===== src/rtl/conv_window_ctrl.sv =====
// conv_window_ctrl
// Sequencer for the K-1 cascaded line buffers that feed one conv layer.
// It takes a raster-order pixel stream, drives the line-buffer push and pop
// strobes, flags each complete KxK window, and drains the buffers after the
// last pixel so their read pointers come back to zero.
//
// Ports:
//   clk         clock, all logic on posedge
//   rst         synchronous active-low reset
//   ce          clock enable; 0 holds all state and zeroes the strobes/pulses
//   start       frame start request, honoured only in IDLE
//   pix_vld     upstream pixel valid
//   pix_rdy     ready for a pixel (FILL or RUN), combinational
//   lb_push     per line buffer push strobe (input_vld), combinational
//   lb_pop      per line buffer pop strobe (read_flag), combinational
//   win_vld     a full KxK window is available
//   win_row     row of the window's bottom-right pixel
//   win_col     column of the window's bottom-right pixel
//   frame_done  one-cycle pulse at the end of a frame
//   busy        1 in any state other than IDLE
//
// state | meaning
// ------+--------------------------------------------------------------
// IDLE  | waiting for start, pixels ignored
// FILL  | first K-1 rows: priming the line buffers, no windows yet
// RUN   | remaining rows: every accepted pixel may complete a window
// DRAIN | IMG_W pops to every buffer so the read pointers return to 0
// DONE  | one cycle, schedules frame_done then returns to IDLE
module conv_window_ctrl #(
    parameter int IMG_W = 28,
    parameter int IMG_H = 28,
    parameter int K = 3,
    localparam int CW = $clog2(IMG_W),
    localparam int RW = $clog2(IMG_H)
) (
    input  logic          clk,
    input  logic          rst,
    input  logic          ce,
    input  logic          start,
    input  logic          pix_vld,
    output logic          pix_rdy,
    output logic [K-2:0]  lb_push,
    output logic [K-2:0]  lb_pop,
    output logic          win_vld,
    output logic [RW-1:0] win_row,
    output logic [CW-1:0] win_col,
    output logic          frame_done,
    output logic          busy
);

    localparam logic [2:0] S_IDLE  = 3'd0;
    localparam logic [2:0] S_FILL  = 3'd1;
    localparam logic [2:0] S_RUN   = 3'd2;
    localparam logic [2:0] S_DRAIN = 3'd3;
    localparam logic [2:0] S_DONE  = 3'd4;

    localparam logic [CW-1:0] COL_LAST      = CW'(IMG_W - 1);
    localparam logic [RW-1:0] ROW_LAST      = RW'(IMG_H - 1);
    localparam logic [RW-1:0] ROW_FILL_LAST = RW'(K - 2);
    localparam logic [RW-1:0] ROW_WIN       = RW'(K - 1);
    localparam logic [CW-1:0] COL_WIN       = CW'(K - 1);

    logic [2:0]    state;
    logic [2:0]    state_nxt;
    logic [CW-1:0] col;
    logic [RW-1:0] row;
    logic [CW-1:0] drain_cnt;
    logic          win_vld_q;
    logic          frame_done_q;
    logic          acc;
    logic          col_last;
    logic          win_hit;

    always_comb begin
        pix_rdy  = (state == S_FILL) || (state == S_RUN);
        acc      = ce && pix_vld && pix_rdy;
        col_last = (col == COL_LAST);
        win_hit  = acc && (row >= ROW_WIN) && (col >= COL_WIN);
    end

    // Buffer i holds row (r-i-1) while row r streams in, so it starts
    // receiving at row i and starts emitting one row later.
    always_comb begin
        lb_push = '0;
        lb_pop  = '0;
        if ((state == S_DRAIN) && ce) begin
            lb_pop = '1;
        end else begin
            for (int i = 0; i < K - 1; i++) begin
                lb_push[i] = acc && (int'(row) >= i);
                lb_pop[i]  = acc && (int'(row) > i);
            end
        end
    end

    always_comb begin
        state_nxt = state;
        case (state)
            S_IDLE:  if (ce && start) state_nxt = S_FILL;
            S_FILL:  if (acc && col_last && (row == ROW_FILL_LAST)) state_nxt = S_RUN;
            S_RUN:   if (acc && col_last && (row == ROW_LAST)) state_nxt = S_DRAIN;
            S_DRAIN: if (ce && (drain_cnt == '0)) state_nxt = S_DONE;
            S_DONE:  if (ce) state_nxt = S_IDLE;
            default: state_nxt = S_IDLE;
        endcase
    end

    always_ff @(posedge clk) begin
        if (!rst) begin
            state        <= S_IDLE;
            busy         <= 1'b0;
            col          <= '0;
            row          <= '0;
            drain_cnt    <= '0;
            win_vld_q    <= 1'b0;
            win_row      <= '0;
            win_col      <= '0;
            frame_done_q <= 1'b0;
        end else if (ce) begin
            state        <= state_nxt;
            busy         <= (state_nxt != S_IDLE);
            win_vld_q    <= win_hit;
            frame_done_q <= (state == S_DONE);
            if (win_hit) begin
                win_row <= row;
                win_col <= col;
            end
            case (state)
                S_IDLE: begin
                    if (start) begin
                        col <= '0;
                        row <= '0;
                    end
                end
                S_FILL, S_RUN: begin
                    if (acc) begin
                        if ((state == S_RUN) && col_last && (row == ROW_LAST)) begin
                            col       <= '0;
                            row       <= '0;
                            drain_cnt <= COL_LAST;
                        end else if (col_last) begin
                            col <= '0;
                            row <= row + 1'b1;
                        end else begin
                            col <= col + 1'b1;
                        end
                    end
                end
                S_DRAIN: begin
                    if (drain_cnt != '0) drain_cnt <= drain_cnt - 1'b1;
                end
                default: ;
            endcase
        end
    end

    // The pulses are held across ce=0 bubbles and shown on the next enabled
    // cycle, so a bubble never swallows a window or the end-of-frame pulse.
    assign win_vld    = win_vld_q && ce;
    assign frame_done = frame_done_q && ce;

endmodule


===== config.mk =====
export PLATFORM = sky130hd
export DESIGN_NAME = conv_window_ctrl
export DESIGN_NICKNAME = d
export VERILOG_FILES = /design/src/rtl/conv_window_ctrl.sv
export SDC_FILE = /design/constraint.sdc
export NUM_CORES = 1
export LEC_CHECK = 0
export CAP_MARGIN = 20
export CORE_UTILIZATION = 55
export CTS_CLUSTER_SIZE = 40
export DETAILED_ROUTE_END_ITERATION = 12
export GPL_ROUTABILITY_DRIVEN = 1
export HOLD_SLACK_MARGIN = 0.08
export MAX_ROUTING_LAYER = met4
export PLACE_DENSITY_LB_ADDON = 0.15
export SLEW_MARGIN = 20
export SYNTH_ARGS = -nofsm -noshare
export SYNTH_HDL_FRONTEND = slang
export SYNTH_SLANG_ARGS = --single-unit

===== constraint.sdc =====
create_clock -name clk -period 3.28 [get_ports clk]
set_clock_uncertainty 0.2 [all_clocks]
set_input_delay 0.328 -clock clk [delete_from_list [all_inputs] [get_ports clk]]
set_output_delay 0.328 -clock clk [all_outputs]
set_load 0.005 [all_outputs]

# --- Yosys cells after proc, flatten, opt, wreduce, memory -nomap -nowiden ---
# Index checks and enable logic that the tools add are counted.
totals:
  ff_bits: 31
  word_cells: 79
  in_bits: 5
classes:
  reduce_logical: 29
  order_cmp: 5
  muxes: 21
  addsub: 3
  eq_ne: 12
ops:
  columns: ["op", "count"]
  rows:
  - ["$mux 5", 10]
  - ["$pmux 5 s2", 3]
  - ["$logic_and 1x1->1", 17]
  - ["$mux 3", 5]
  - ["$pmux 3 s5", 1]
  - ["$add 5x1->5 const B", 2]
  - ["$eq 5x5->1 const B", 2]
  - ["$ge 5x2->1 const B", 2]
  - ["$gt 5x1->1 const B", 2]
  - ["$reduce_and 5->1", 2]
  - ["$eq 3x2->1 const B", 2]
  - ["$ne 2x2->1 const B", 3]
  - ["$eq 5x1->1 const B", 1]
  - ["$ge 5x1->1 const B", 1]
  - ["$logic_not 5->1", 1]
  - ["$reduce_bool 5->1", 1]
  - ["$sub 5x1->5 const B", 1]
  - ["$mux 2", 2]
  - ["$reduce_and 4->1", 1]
  - ["$reduce_bool 2->1", 2]
  - ["$eq 3x1->1 const B", 1]
  - ["$eq 3x3->1 const B", 1]
  - ["$logic_not 3->1", 1]
  - ["$ne 3x3->1 const B", 1]
  - ["5 further kinds", 5]

# --- Depth between registers and ports, before layout ---
# Gate-level depths: netlist of run 1.
logic_depth:
  depth_word: 8
  depth_mapped: 8
  depth_no_buf: 7

# --- Least setup slack after synthesis of run 1 ---
# OpenSTA, ideal clock, no wires.
synth_timing:
  path_type: "register to register"
  startpoint: "register col[1]"
  endpoint: "register drain_cnt[4]"
  stages_incl_launch_ff: 7
  n_path_buf: 0
  arrival_ns: 1.848
  setup_slack_ns: 1.141
  synth_period_minus_slack_ns: 2.139
  t_required_ns: 2.989
  setup_time_ns: 0.091
  cell_sequence: "dfxtp_1 -> ha_1 -> and4b_1 -> or4b_4 -> a21oi_4 -> a21oi_1 -> a311oi_1"
synth_via:
  elab_chain_cells: 5
synth_rtl:
  columns: ["item", "line", "text"]
  rows:
  - ["from (decl)", "65", "logic [CW-1:0] col;"]
  - ["from (signal assigned)", "145", "col <= col + 1'b1;"]
  - ["$eq 5x5->1", "77", "col_last = (col == COL_LAST);"]
  - ["$logic_and 1x1->1 (2 in series)", "137", "if ((state == S_RUN) && col_last && (row == ROW_LAST)) begin"]
  - ["$ne 2x2->1 (no line)", null, null]
  - ["$reduce_and 5->1 (no line)", null, null]
  - ["to (signal assigned)", "150", "if (drain_cnt != '0) drain_cnt <= drain_cnt - 1'b1;"]
  - ["to (decl)", "67", "logic [CW-1:0] drain_cnt;"]
# No other way between the ends.
# A chain may end at the register's enable or synchronous reset.

# --- Final worst setup path of run 1 ---
layout_timing:
  startpoint: "register state[1]"
  endpoint: "output port lb_pop[1]"
layout_via:
  elab_chain_cells: 5
  elab_cells_between_ends: 8
layout_rtl:
  columns: ["item", "line", "text"]
  rows:
  - ["from (decl)", "63", "logic [2:0] state;"]
  - ["from (signal assigned)", "120", "state <= state_nxt;"]
  - ["$eq 3x1->1 / $eq 3x2->1 (equally long branches)", "75", "pix_rdy = (state == S_FILL) || (state == S_RUN);"]
  - ["$logic_or 1x1->1", "75", null]
  - ["$logic_and 1x1->1", "76", "acc = ce && pix_vld && pix_rdy;"]
  - ["$logic_and 1x1->1", "91", "lb_pop[i] = acc && (int'(row) > i);"]
  - ["$mux 2 *", "86", "if ((state == S_DRAIN) && ce) begin"]
  - ["to (decl)", "43", "output logic [K-2:0] lb_pop,"]
# Mark *: on every way between the ends. The rest lies on a longest branch, timed or not.

==> results.py, run 1 <==
metrics = {
    "outcome": {
        "run_status": "complete, no violations",
    },
    "setup_path": {
        "cp-end-kind": "primary output",
        "worstPathCellList": "xor2_1 -> nand3_1 -> o21ai_0 -> clkdlybuf4s50_1",
        "worstSetupPathType": "reg2out",
        "slowest_delay_ps": 550,
        "worst-path-buf-inv": 1,
        "crit_family": "buffers and inverters",
        "crit_path_start_kind": "flip-flop",
        "arrival_ps": 2190,
        "worstPathRequired_ps": 2750,
        "crit_slowest_cell": "clkdlybuf4s50_1",
        "path_max_fanout": 9,
    },
    "logic_synthesis": {
        "synthXorXnorAreaFrac_pct": 2.61,
        "synthMuxAreaShare_pct": 6.57,
        "async_flop_share_pct": 0,
        "synthAdderAreaFrac_pct": 5.97,
        "synth-seq-cells": 31,
        "syn-num-nets": 210,
        "synthDistinctLibCells": 42,
        "syn_avg_cell_area_sq_um": 8.51,
        "ys.flop_type": "dfxtp_1",
        "yosysSeqAreaShare_pct": 37.0,
        "yosys.area_share.simple_pct": 25.8,
        "synth_edf_count": 0,
        "syn_area_sq_um": 1680,
        "synth_top_family_by_area": "simple AND/OR/NAND/NOR gates",
        "yosysWarnings": 0,
        "synth_compound_area_share_pct": 17.2,
        "netlist_instances": 197,
    },
    "floorplan": {
        "core_area_sq_um": 2830,
        "row_count": 19,
        "die_w_um": 57.2,
        "io_pins": 23,
        "chipHeight_um": 57.2,
        "initial_utilization_pct": 59.3,
        "die-area_sq_um": 3270,
    },
    "detailed_routing": {
        "drtAntennaViolNets": 0,
        "detail_route.vias_per_cell": 5.86,
        "wl_per_cell_um": 14.9,
        "drt_pass1_iterations": 4,
        "wl_met2_um": 1910,
        "m1WireLength_um": 1600,
        "route.met3.wl_um": 202,
        "drt-total-wl_um": 3780,
        "drc": 0,
        "top_layer": "met4",
        "dr_total_vias": 1489,
        "drt_iter0_markers": 78,
    },
    "cts": {
        "htreeDepth": 2,
        "cts_buffers": 5,
        "cts_tree": "yes",
        "clk_latency_ps": 340,
        "clockBufferDepth": 2,
        "path_clk_slew_ps": 100,
        "cts_setup_buffers": 0,
        "cts.hold.buffers_added": 0,
        "clock_sinks": 31,
        "cts_root_buffer": "clkbuf_4",
        "cts_resized": 0,
    },
    "timing": {
        "final.setup.tns_ps": 0,
        "holdWs_ps": 282,
        "fin_crit_sh_pct": 83.0,
        "period_needed_ps": 2720,
        "rsz0062_at_grt": "no",
        "final-hold-violation-count": 0,
        "drv_slew": 0,
        "fmax_mhz": 368,
        "slew_headroom_pct": 65.1,
        "layout_setup_ws_ps": 559,
        "setup_viol": 0,
        "worst_pin_slew_ps": 524,
    },
    "layout": {
        "drive_above_1_share_pct": 8.07,
        "antennaDiodeCount": 0,
        "nets": 235,
        "stdcell_count": 254,
        "area_delta_synth_final_pct": 20.2,
        "filler_cell_count": 238,
    },
    "grt": {
        "grt_first_pass_wirelength_um": 6450,
        "antenna_found_initial": 0,
        "grt_overflow_total": 0,
        "grt_max_degree": 19,
        "grt_use_total_pct": 26.6,
        "grt_pass1_vias": 1430,
    },
    "pwr": {
        "power.total_mw": 0.797,
        "leakagePower_nw": 0.788,
        "p_per_area_nw_per_um2": 395,
        "peakVddDrop_mv": 0.303,
    },
    "placement": {
        "gp_congestion": 0.909,
        "io_buffers": 22,
        "place_ws_ps": 666,
        "dp.cells": 246,
        "dp_hpwl_um": 2740,
    },
    "min_path": {
        "hold_path_class": "reg2reg",
    },
    "flow_run": {
        "drv_cap": 0,
    },
}
## placed cells by master (no fill, tap or decap), drive strengths merged, types with 4 or more instances in the layout
master	synthesis	final
o21a	6	6
nor2	24	24
nor3	4	4
nand3	13	13
mux2i	11	11
clkdlybuf4s50	0	22
a21oi	11	11
dfxtp	31	31
nand2	16	16
inv	10	10
buf	5	4
ha	8	8
o211ai	4	4
clkbuf	3	6
o21ai	5	5
nand2b	4	4
nor2b	6	6
## stage by stage
stage          utilization (%)  cell area (sq um)
2_1_floorplan                -               1680
4_1_cts                   71.3               2020
3_3_place_gp              68.2               1930
3_5_place_dp              68.2               1930
6_report                  71.3               2020
5_1_grt                   71.3               2020
## area by class of cell
class,count,area [sq um],share of cell area (%)
repair buffers,26,250,12.4
clock buffers,6,51.3,2.55
well taps,31,38.8,1.92
multi-input cells,146,975,48.4
inverters,12,45.0,2.23
clock inverters,2,35.0,1.74
flip-flops and latches,31,621,30.8
## tightest hold or removal path, delay by kind of cell (launching register included)
family	cells	cell delay, ps
AND/OR/NAND/NOR	1	60
flip-flops	1	320
AO/OA/AOI/OAI	1	60
## synthesized netlist by cell type, types with 4 or more instances
cell type,number,share of area [%]
dfxtp_1,31,37
nor2_1,24,5.4
nand2_1,16,3.6
nand3_1,13,3.9
mux2i_1,11,6.6
a21oi_1,10,3.0
inv_1,10,2.2
ha_1,8,6.0
nor2b_1,6,2.2
o21a_1,6,2.7
buf_2,5,1.5
nand2b_1,4,1.5
nor3_1,4,1.2
## power breakdown
group,total (mW),switching [mW],internal [mW]
combinational,0.0879,0.0497,0.0382
clock,0.315,0.135,0.180
sequential,0.394,0.00951,0.384
total,0.797,0.194,0.602
## metal layers
layer  global-route usage, %  vias up
met5                       -        -
met4                    11.8        0
met3                    4.76        9
met2                    42.7       49
met1                    32.6      691
li1                        -      740
## worst paths after layout
check	slack (ps)	to	depth (start not counted)	start
min	280	win_col[2]$_SDFFE_PN0P_	2	win_col[2]$_SDFFE_PN0P_
max	560	lb_pop[1]	4	state[1]$_SDFFE_PN0P_
min reg2reg	280	win_col[2]$_SDFFE_PN0P_	2	win_col[2]$_SDFFE_PN0P_
max reg2reg	900	drain_cnt[4]$_SDFFE_PN0P_	6	col[1]$_SDFFE_PN0P_
## cells by family (layout without fill, tap and decap cells)
kind of cell | after synthesis | in the layout
and+or+nand+nor | 84 | 84
AOI/OAI and AO/OA | 38 | 38
adders and majority gates | 8 | 8
DFF | 31 | 31
buffers and inverters | 20 | 46
muxes | 11 | 11
xor gates and xnor gates | 5 | 5
## sequential cells by signal, indices dropped and copies added (netlist names)
| signal | count |
|---|---|
| col | 5 |
| frame_done_q | 1 |
| win_row | 5 |
| busy | 1 |
| row | 5 |
| state | 3 |
| win_vld_q | 1 |
| win_col | 5 |
| drain_cnt | 5 |
(Power assumes the default switching activity.)
==> inputs of run 2 (changes only) <==
--- a/config.mk
+++ b/config.mk
@@ -6,7 +6,7 @@
 export NUM_CORES = 1
 export LEC_CHECK = 0
 export CAP_MARGIN = 20
-export CORE_UTILIZATION = 55
+export CORE_UTILIZATION = 49
 export CTS_CLUSTER_SIZE = 40
 export DETAILED_ROUTE_END_ITERATION = 12
 export GPL_ROUTABILITY_DRIVEN = 1
==> constraint.sdc (replaced) <==
create_clock -name clk -period 2.21 [get_ports clk]
set_clock_uncertainty 0.2 [all_clocks]
set_input_delay 0.221 -clock clk [delete_from_list [all_inputs] [get_ports clk]]
set_output_delay 0.221 -clock clk [all_outputs]
set_load 0.005 [all_outputs]
==> run 2 against run 1 <==
  * Critical path depth unchanged
  * Non-clock buffer count up 28
  * Global-route usage down 2.3 points
  * Die area up 12%
  * Critical path type unchanged
  * Final cell count up 16%
  * Largest cell class unchanged
  * Sequential cell count unchanged
==> results.py, run 2 (synthesis gave the netlist of run 1 again) <==
metrics = {
    "outcome": {
        "run_status": "complete, no violations",
    },
    "setup_path": {
        "slowest_delay_ps": 530,
        "crit_family": "buffers and inverters",
        "crit_slowest_cell": "clkdlybuf4s50_1",
        "arrival_ps": 1720,
        "reg2reg_depth": 6,
        "worstSetupPathType": "reg2out",
        "r2r_start": "col[0]$_SDFFE_PN0P_",
        "worstPathCellList": "buf_4 -> nand2b_1 -> inv_1 -> clkdlybuf4s50_1",
        "worstPathRequired_ps": 1790,
        "crit_path_start_kind": "flip-flop",
        "ff2ff_setup_slack_ps": 100,
        "worst-path-buf-inv": 3,
        "worstReg2RegEnd": "drain_cnt[1]$_SDFFE_PN0P_",
        "cp-end-kind": "primary output",
        "path_max_fanout": 5,
    },
    "detailed_routing": {
        "drc": 0,
        "dr_total_vias": 1615,
        "drt_iter0_markers": 65,
        "drtAntennaViolNets": 0,
        "detail_route.vias_per_cell": 5.47,
        "drt-total-wl_um": 4010,
        "drt_pass1_iterations": 5,
        "wl_per_cell_um": 13.6,
    },
    "layout": {
        "multiInputGateArea_sq_um": 1020,
        "drive_above_1_share_pct": 25.5,
        "seq_area_sq_um": 636,
        "antennaDiodeCount": 0,
        "layout_common_cells": "30 x buf_4, 24 x nor2_1, 23 x dfxtp_1, 19 x clkdlybuf4s50_1, 16 x nand2_1",
        "fin_util_pct": 73.5,
        "area_delta_synth_final_pct": 38.1,
        "nets": 263,
        "post-route-cell-area_sq_um": 2320,
        "final_common_cell": "buf_4",
        "filler_cell_count": 260,
    },
    "placement": {
        "gp_congestion": 0.883,
        "io_buffers": 22,
        "dp_hpwl_um": 2880,
        "post_dp_cell_area_sq_um": 2130,
    },
    "grt": {
        "antenna_found_initial": 0,
        "grt_pass1_vias": 1494,
        "grt_max_degree": 16,
        "grt_use_total_pct": 24.3,
        "grt_first_pass_wirelength_um": 6400,
        "grt_overflow_total": 0,
    },
    "min_path": {
        "hold_path_class": "reg2reg",
        "min_from": "frame_done_q$_SDFFE_PN0P_",
        "whs_endpoint": "frame_done_q$_SDFFE_PN0P_",
        "hold_depth": 2,
    },
    "timing": {
        "setup_viol": 0,
        "period_needed_ps": 2140,
        "slew_headroom_pct": 71.4,
        "final-hold-violation-count": 0,
        "final.setup.tns_ps": 0,
        "fin_crit_sh_pct": 97.0,
        "worst_pin_slew_ps": 427,
        "holdWs_ps": 287,
        "fmax_mhz": 466,
        "drv_slew": 0,
    },
    "flow_run": {
        "drv_cap": 0,
    },
    "floorplan": {
        "row_count": 20,
        "die-area_sq_um": 3660,
        "die_w_um": 60.5,
        "initial_utilization_pct": 53.2,
        "chipHeight_um": 60.5,
        "io_pins": 23,
        "core_area_sq_um": 3150,
    },
    "cts": {
        "cts_buffers": 5,
        "clk_latency_ps": 340,
        "htreeDepth": 2,
        "path_clk_slew_ps": 100,
        "clock_sinks": 31,
        "cts_tree": "yes",
        "cts_root_buffer": "clkbuf_4",
        "cts.hold.buffers_added": 0,
        "clockBufferDepth": 2,
    },
    "pwr": {
        "leakagePower_nw": 0.974,
        "peakVddDrop_mv": 0.325,
        "p_per_area_nw_per_um2": 490,
    },
}
run 2: what timing repair did:
item                                    in CTS  in global routing
gates resized for setup                     10                 18
endpoints found under the setup margin       5                  7
pin swaps                                    1                  9
buffers inserted                             2                  3
run 2: where the power goes:
part	switching (mW)	total, mW	internal, mW
Combinational	0.0842	0.164	0.0803
Sequential	0.0113	0.581	0.570
Clock	0.204	0.389	0.186
run 2: worst register-to-register path: cells and delay by family, from the launching register on:
| kind | cells | cell delay, ps |
|---|---|---|
| AOI/OAI and AO/OA | 2 | 430 |
| adders and majority gates | 1 | 180 |
| DFF | 1 | 340 |
| and+or+nand+nor | 3 | 860 |
run 2: worst max-delay path by stage:
stage,to,start,cells past startpoint
6_report,pix_rdy,state[2]$_SDFFE_PN0P_,4
3_3_place_gp,lb_pop[0],ce,7
5_1_grt,drain_cnt[1]$_SDFFE_PN0P_,col[0]$_SDFFE_PN0P_,6
4_1_cts,busy$_SDFFE_PN0P_,drain_cnt[0]$_SDFFE_PN0P_,7
3_5_place_dp,lb_pop[1],ce,5
2_1_floorplan,drain_cnt[4]$_SDFFE_PN0P_,col[1]$_SDFFE_PN0P_,6
run 2: layout make-up:
class | instances | area share (%)
Sequential cell | 31 | 27.4
Clock inverter | 1 | 0.324
Multi-Input combinational cell | 146 | 44.2
Tap cell | 44 | 2.38
Clock buffer | 7 | 2.81
Timing Repair Buffer | 54 | 20.7
Inverter | 12 | 2.05
run 2: stage by stage:
stage	total power, mW	setup WS (ps)	std cells
global route	1.19	-9.22	295
CTS	1.13	3.34	292
finish	1.14	66.1	295
detailed placement	0.741	-95.1	282
global placement	0.736	-31.7	282
floorplan	0.682	70.9	197
run 2: layer usage:
metal  vias up  GRT usage [%]  share of wire (%)
li1        798              -                  -
met1       776           28.3                 45
met2        34           41.1                 50
met3         7           5.33                3.7
met4         0           8.12                1.4
met5         -              -                  0
==> inputs of run 3 (changes only) <==
--- a/config.mk
+++ b/config.mk
@@ -13,7 +13,6 @@
 export HOLD_SLACK_MARGIN = 0.08
 export MAX_ROUTING_LAYER = met4
 export PLACE_DENSITY_LB_ADDON = 0.15
-export SLEW_MARGIN = 20
 export SYNTH_ARGS = -nofsm -noshare
 export SYNTH_HDL_FRONTEND = slang
 export SYNTH_SLANG_ARGS = --single-unit
==> results of run 3 <==
Final layout, timing and power as in run 2 (identical DEF).
